**src/rtl/fetch_unit.sv**
```systemverilog
// Instruction fetch stage: PC, word fetches to imem, 2-entry instruction buffer to decode.
// Latency: request accepted at T, response at T+k (k>=1), instr_valid at T+k+1 (no bypass).
// Backpressure: decode_ready low holds the buffer head; requests stop once in-flight+buffered reach 2.
//
// Ports:
//   clk, rst                        clock, synchronous active-high reset
//   imem_req/imem_addr/imem_gnt     fetch request channel (word address, granted when req & gnt)
//   imem_rvalid/imem_rdata          in-order fetch responses
//   redirect/redirect_target        flush and restart fetching at the (word-aligned) target
//   instr_valid/decode_ready        head-of-buffer handshake to decode
//   instr/instr_pc/imm16            head instruction, its address, and its low half-word

// Small generic FIFO: registered storage, no same-cycle bypass from write to read.
// Latency: a written entry is visible on rd_dat the cycle after the write.
// Backpressure: wr_rdy drops when full; flush empties it in one cycle.
module fetch_fifo #(
  parameter int WIDTH = 64,
  parameter int DEPTH = 2
) (
  input  logic                       clk,
  input  logic                       rst,
  input  logic                       flush,
  input  logic                       wr_vld,
  input  logic [WIDTH-1:0]           wr_dat,
  output logic                       wr_rdy,
  output logic                       rd_vld,
  input  logic                       rd_rdy,
  output logic [WIDTH-1:0]           rd_dat,
  output logic [$clog2(DEPTH+1)-1:0] count
);

  localparam int PW = (DEPTH > 1) ? $clog2(DEPTH) : 1;
  localparam int CW = $clog2(DEPTH + 1);
  localparam logic [PW-1:0] LAST = PW'(DEPTH - 1);
  localparam logic [CW-1:0] FULL = CW'(DEPTH);

  logic [WIDTH-1:0] mem [DEPTH];
  logic [PW-1:0]    wr_ptr;
  logic [PW-1:0]    rd_ptr;
  logic             do_wr;
  logic             do_rd;

  assign wr_rdy = (count != FULL);
  assign rd_vld = (count != '0);
  assign do_wr  = wr_vld & wr_rdy;
  assign do_rd  = rd_vld & rd_rdy;
  assign rd_dat = mem[rd_ptr];

  always_ff @(posedge clk) begin
    if (rst || flush) begin
      wr_ptr <= '0;
      rd_ptr <= '0;
      count  <= '0;
    end else begin
      if (do_wr) begin
        wr_ptr <= (wr_ptr == LAST) ? '0 : wr_ptr + 1'b1;
      end
      if (do_rd) begin
        rd_ptr <= (rd_ptr == LAST) ? '0 : rd_ptr + 1'b1;
      end
      case ({do_wr, do_rd})
        2'b10:   count <= count + 1'b1;
        2'b01:   count <= count - 1'b1;
        default: count <= count;
      endcase
    end
  end

  // Storage needs no reset: nothing is read unless count says it was written.
  always_ff @(posedge clk) begin
    if (do_wr) begin
      mem[wr_ptr] <= wr_dat;
    end
  end

endmodule

module fetch_unit #(
  parameter logic [31:0] RESET_PC = 32'h0000_0000
) (
  input  logic        clk,
  input  logic        rst,
  output logic        imem_req,
  output logic [31:0] imem_addr,
  input  logic        imem_gnt,
  input  logic        imem_rvalid,
  input  logic [31:0] imem_rdata,
  input  logic        redirect,
  input  logic [31:0] redirect_target,
  output logic        instr_valid,
  input  logic        decode_ready,
  output logic [31:0] instr,
  output logic [31:0] instr_pc,
  output logic [15:0] imm16
);

  typedef struct packed {
    logic [31:0] word;
    logic [31:0] pc;
  } fetch_ent_t;

  logic [31:0] pc;
  logic [31:0] pc_nxt;
  logic [31:0] rsp_pc;
  logic [31:0] rsp_pc_nxt;
  logic [1:0]  outstanding;
  logic [1:0]  outstanding_nxt;
  logic [1:0]  discard;
  logic [1:0]  discard_nxt;
  logic [1:0]  occ;
  logic [2:0]  budget;
  logic [2:0]  stale_cnt;
  logic [31:0] target_pc;
  logic        pop;
  logic        accept;
  logic        rsp_drop;
  logic        rsp_keep;
  logic        push;
  fetch_ent_t  push_ent;
  fetch_ent_t  head_ent;
  logic        fifo_unused_wr_rdy;
  logic        unused_target_lsbs;

  assign target_pc          = {redirect_target[31:2], 2'b00};
  assign unused_target_lsbs = ^redirect_target[1:0];

  assign pop = instr_valid & decode_ready;

  // Every accepted fetch, kept or stale, must have a buffer slot reserved before
  // it is issued, so a response is never refused. A pop this cycle frees a slot
  // in time, which is why the request depends combinationally on decode_ready.
  assign budget   = {1'b0, outstanding} + {1'b0, discard} + {1'b0, occ} - {2'b00, pop};
  assign imem_req = ~rst & ~redirect & (budget < 3'd2);
  assign imem_addr = pc;
  assign accept    = imem_req & imem_gnt;

  // Stale responses are always older than kept ones, so drain them first.
  // A response with both counters at zero is a protocol error and is ignored.
  assign rsp_drop = imem_rvalid & (discard != 2'd0);
  assign rsp_keep = imem_rvalid & (discard == 2'd0) & (outstanding != 2'd0);
  assign push     = rsp_keep & ~redirect;
  assign push_ent = '{word: imem_rdata, pc: rsp_pc};

  always_comb begin
    pc_nxt          = pc;
    rsp_pc_nxt      = rsp_pc;
    outstanding_nxt = outstanding;
    discard_nxt     = discard;
    stale_cnt       = {1'b0, discard} + {1'b0, outstanding};
    if (redirect) begin
      pc_nxt          = target_pc;
      rsp_pc_nxt      = target_pc;
      outstanding_nxt = 2'd0;
      // A response arriving in the redirect cycle is itself one of the stale
      // ones; it is consumed now and must not be counted again.
      if (imem_rvalid && (stale_cnt != 3'd0)) begin
        stale_cnt = stale_cnt - 3'd1;
      end
      discard_nxt = stale_cnt[1:0];
    end else begin
      if (accept) begin
        pc_nxt = pc + 32'd4;
      end
      if (rsp_keep) begin
        rsp_pc_nxt = rsp_pc + 32'd4;
      end
      outstanding_nxt = outstanding + {1'b0, accept} - {1'b0, rsp_keep};
      discard_nxt     = discard - {1'b0, rsp_drop};
    end
  end

  always_ff @(posedge clk) begin
    if (rst) begin
      pc          <= RESET_PC;
      rsp_pc      <= RESET_PC;
      outstanding <= 2'd0;
      discard     <= 2'd0;
    end else begin
      pc          <= pc_nxt;
      rsp_pc      <= rsp_pc_nxt;
      outstanding <= outstanding_nxt;
      discard     <= discard_nxt;
    end
  end

  // Redirect flushes the buffer; a pop in that same cycle has already been
  // seen by decode, so losing the head then is correct.
  fetch_fifo #(
    .WIDTH ($bits(fetch_ent_t)),
    .DEPTH (2)
  ) u_fifo (
    .clk    (clk),
    .rst    (rst),
    .flush  (redirect),
    .wr_vld (push),
    .wr_dat (push_ent),
    .wr_rdy (fifo_unused_wr_rdy),
    .rd_vld (instr_valid),
    .rd_rdy (decode_ready),
    .rd_dat (head_ent),
    .count  (occ)
  );

  // Zero the payload when empty so decode never sees stale storage contents.
  assign instr    = instr_valid ? head_ent.word : 32'd0;
  assign instr_pc = instr_valid ? head_ent.pc   : 32'd0;
  assign imm16    = instr[15:0];

endmodule

```
**config.mk**
```make
export PLATFORM = sky130hd
export DESIGN_NAME = fetch_unit
export DESIGN_NICKNAME = d
export VERILOG_FILES = /design/src/rtl/fetch_unit.sv
export SDC_FILE = /design/constraint.sdc
export NUM_CORES = 1
export LEC_CHECK = 0
export BUFFER_PORTS_ARGS = -buffer_cell sky130_fd_sc_hd__clkbuf_2
export CORE_MARGIN = 10
export CORE_UTILIZATION = 50
export DETAILED_ROUTE_END_ITERATION = 10
export GPL_TIMING_DRIVEN = 0
export MAX_ROUTING_LAYER = met4
export PLACE_DENSITY = 0.74
export SYNTH_ARGS = -nofsm -noshare
export SYNTH_HDL_FRONTEND = slang
export SYNTH_HIERARCHICAL = 1
export SYNTH_SLANG_ARGS = --single-unit
```
**constraint.sdc**
```tcl
create_clock -name clk -period 8 [get_ports clk]
set_input_delay 0.4 -clock clk [delete_from_list [all_inputs] [get_ports clk]]
set_output_delay 0.4 -clock clk [all_outputs]
set_load 0.05 [all_outputs]
```
==> impl_metrics.env <==
export IMPL_crit_chain="or2_2, clkbuf_1, nand2_1, xnor2_1, nand2_1, fa_1, xor3_1, nor4_4, inv_2, clkbuf_1, ha_1, inv_1, ha_1, xor2_1, xnor2_1, nor3_1"
export IMPL_critical_path_buf_inv_count=4
export IMPL_htreeDepth=4
export IMPL_p_leak_nw=4.220
export IMPL_crit_arrival_ns=4.69
export IMPL_fmax_ghz=0.2275
export IMPL_power_w=0.002157
export IMPL_grt_overflow=0
export IMPL_crit_path_start_kind="flip-flop"
export IMPL_rsz0062_at_grt="no"
export IMPL_yosysTopAreaCellShare_pct=42.23
export IMPL_critPathKind="flip-flop to flip-flop"
export IMPL_pwr_share_clk_pct=39.2
export IMPL_fin_skew_ns=0.01062
export IMPL_synth_most_common_cell="edfxtp_1"
export IMPL_firstDrtPassIters=5
export IMPL_period_share_pct=54.93
export IMPL_yosys_area_share_adder_pct=1.540
export IMPL_die_h_um=154.9
export IMPL_muxShareOfSynthArea_pct=8.592
export IMPL_clkTransAtPathRegs_ns=0.07
export IMPL_timing_setup_tns_ns=0
export IMPL_post_drt_wl_per_cell_um=18.81
export IMPL_yosys_top_cells_count="edfxtp_1 (128), dfxtp_1 (69), and2_1 (68)"
export IMPL_num_rows=49
export IMPL_core_area_um2=17960
export IMPL_grt_usage_pct=19.18
export IMPL_fin_nets=1052
export IMPL_worstSetupEndpointType="flip-flop"
export IMPL_synth_seq_area_share_pct=57.41
export IMPL_routed_wl_um=22840
export IMPL_combPwrFrac_pct=8.0
export IMPL_max_stage_delay_ns=0.53
export IMPL_synth_compound_area_share_pct=8.400
export IMPL_netlist_area_um2=9101
export IMPL_yosysWarnings=6
export IMPL_start_util_pct=50.67
export IMPL_clock_sinks=197
export IMPL_numCtsBuffers=17
export IMPL_crit_family="simple AND/OR/NAND/NOR gates"
export IMPL_required_ns=8.29
export IMPL_switching_power_w=0.0005495
export IMPL_setup_violations=0
export IMPL_root_buffer="clkbuf_16"
export IMPL_syn_inst=769
export IMPL_p_sw_share_pct=25.47
export IMPL_worst_slew_pin_slew_ns=0.9204
export IMPL_grt_max_degree=65
export IMPL_hold_viol=0
export IMPL_clockBufferDepth=2
export IMPL_grt_pass1_wl_um=35990
export IMPL_n_antenna_cell=0
export IMPL_synth_area_leaders="edfxtp_1 (42%), dfxtp_1 (15%), mux2_2 (8.0%)"
export IMPL_cpMaxStageDelayCell="clkbuf_1"
export IMPL_area_delta_synth_final_pct=19.76
export IMPL_cts_tree="yes"
export IMPL_relSlewSlack_pct=38.64
export IMPL_fin_crit_ns=4.395
export IMPL_antenna_found_initial=0
export IMPL_hpwl_um=16790
export IMPL_dieArea_um2=24000
export IMPL_worst_path_stages=16
export IMPL_gp_congestion=0.9305
export IMPL_cts_repair_resized=0
export IMPL_synth_flop_cell="edfxtp_1"
export IMPL_synthSimpleGateAreaFrac_pct=16.03
export IMPL_postCtsSetupBuffers=0
export IMPL_peakVddDrop_mv=0.1413
export IMPL_r2r_cells=16
export IMPL_die_w_um=154.9
export IMPL_p_int_w=0.001608
export IMPL_io_pins=184
export IMPL_routed_via_density=5.481
export IMPL_layout_drive_gt1_share_pct=32.18
export IMPL_drc=0
export IMPL_finalNonFillerCells=1214
export IMPL_ys_types=63
export IMPL_avgSynthCellArea_um2=11.84
export IMPL_n_fill_cell=1498
export IMPL_slew_viol_final=0
export IMPL_ant_nets=0
export IMPL_clk_latency_ns=0.43
export IMPL_num_vias=6654
export IMPL_synth_async_sr_flop_share_pct=0
export IMPL_outcome="finished clean"
export IMPL_power_frac_seq_pct=52.9
export IMPL_grt_pass1_vias=6644
export IMPL_place_inst=1182
export IMPL_power_density_nw_per_um2=197.9
export IMPL_drt_initial_drc_count=493
export IMPL_drv_cap=0
export IMPL_ys_ff_latch=197
export IMPL_whs_path_depth=1
export IMPL_portBuffers=179
export IMPL_synth_xor_area_share_pct=4.014
export IMPL_cp_max_fo=10
export IMPL_cts_hold_buffers=0
export IMPL_synth_top_cell_by_area="edfxtp_1"
export IMPL_synth_top_family_by_area="simple AND/OR/NAND/NOR gates"
export IMPL_min_path_type="input port to flip-flop"
export IMPL_synth_edff_count=128
[flip-flops by register name, summed over array words and instances, names as in the netlist, named ones only]
signal,count
u_fifo/mem,128
imem_addr,30
rsp_pc,30
discard,2
outstanding,2
u_fifo/count,2
u_fifo/rd_ptr,1
u_fifo/wr_ptr,1
[final timing paths]
path                            slack (ns)                          from                          end
worst max-delay path                  3.61  u_fifo/count[0]$_SDFFE_PP0P_    outstanding[1]$_SDFF_PP0_
worst min-delay path                  0.15                imem_rdata[25]  u_fifo/mem[0][57]$_DFFE_PP_
worst max register to register        3.61  u_fifo/count[0]$_SDFFE_PP0P_    outstanding[1]$_SDFF_PP0_
worst min register to register        0.50       rsp_pc[26]$_SDFFE_PP0P_  u_fifo/mem[1][26]$_DFFE_PP_
[cell families (layout without fill, tap and decap cells)]
| logic type | count (synthesis) | after routing |
|---|---|---|
| flops | 197 | 197 |
| buf+inv | 75 | 286 |
| mux | 70 | 70 |
| simple gates | 264 | 264 |
| xor+xnor | 40 | 40 |
| other cells | 1 | 6 |
| compound gates | 112 | 112 |
| fa+ha+maj | 10 | 10 |
[routing by layer]
metal,track usage (%),vias up,routed length (um),share of wire [%]
met2,29.36,281,10420,46
met5,-,-,0,0
met1,25.48,3136,10510,46
met4,4.813,0,259,1.1
li1,-,3214,-,-
met3,4.218,23,1652,7.2
[worst register-to-register path, delay by kind of cell (launching register included)]
| family | cells | cell delay (ns) |
|---|---|---|
| adder cells (fa/ha/maj) | 3 | 0.92 |
| AND/OR/NAND/NOR | 5 | 1.09 |
| buffers and inverters | 4 | 1.00 |
| XOR/XNOR | 4 | 0.81 |
| flip-flops | 1 | 0.44 |
[final cells by class]
cell class	count	area (um^2)	area share (%)
Multi-Input combinational cell	502	3538	32.46
Inverter	16	62.56	0.5740
Sequential cell	197	5225	47.94
Timing Repair Buffer	179	895.9	8.219
Clock inverter	15	163.9	1.504
Clock buffer	17	425.4	3.903
Tap cell	229	286.5	2.629
Buffer	59	301.5	2.767
[per-stage QoR]
step	instance area [um^2]	util, %	hold slack, ns	worst slack (ns)
2_1_floorplan	9120	-	0.4397	4.426
3_3_place_gp	10300	57.35	0.4830	3.550
3_5_place_dp	10310	57.39	0.4853	3.559
4_1_cts	10900	60.67	0.1394	3.536
5_1_grt	10900	60.67	0.1367	3.299
6_report	10900	60.67	0.1534	3.605
[placed cells by master (no fill, tap or decap), drive strengths merged, types with 5 or more instances in the layout]
master,n
dfxtp,69
a211oi,16
nand3,26
clkinv,5
mux2,65
nor3,11
xor2,24
inv,24
and2,68
conb,6
edfxtp,128
clkbuf,226
o21a,9
buf,29
o21ai,20
xnor2,15
or3,6
o311ai,6
and4,8
ha,8
a31oi,9
nor2,38
mux2i,5
nor4,11
nand2,50
nand4,17
a21oi,21
a21boi,10
and3,12
[power groups by stage]
| stage | registers (W) | clock network (W) | logic (W) |
|---|---|---|---|
| after global placement | 0.00116 | 0 | 0.000167 |
| after floorplan | 0.00119 | 0 | 0.0000745 |
| after global routing | 0.00114 | 0.000898 | 0.000186 |
| after CTS | 0.00114 | 0.000861 | 0.000171 |
| final | 0.00114 | 0.000845 | 0.000172 |
| after detailed placement | 0.00116 | 0 | 0.000170 |
Note: power is estimated with default switching activity, not from simulation.
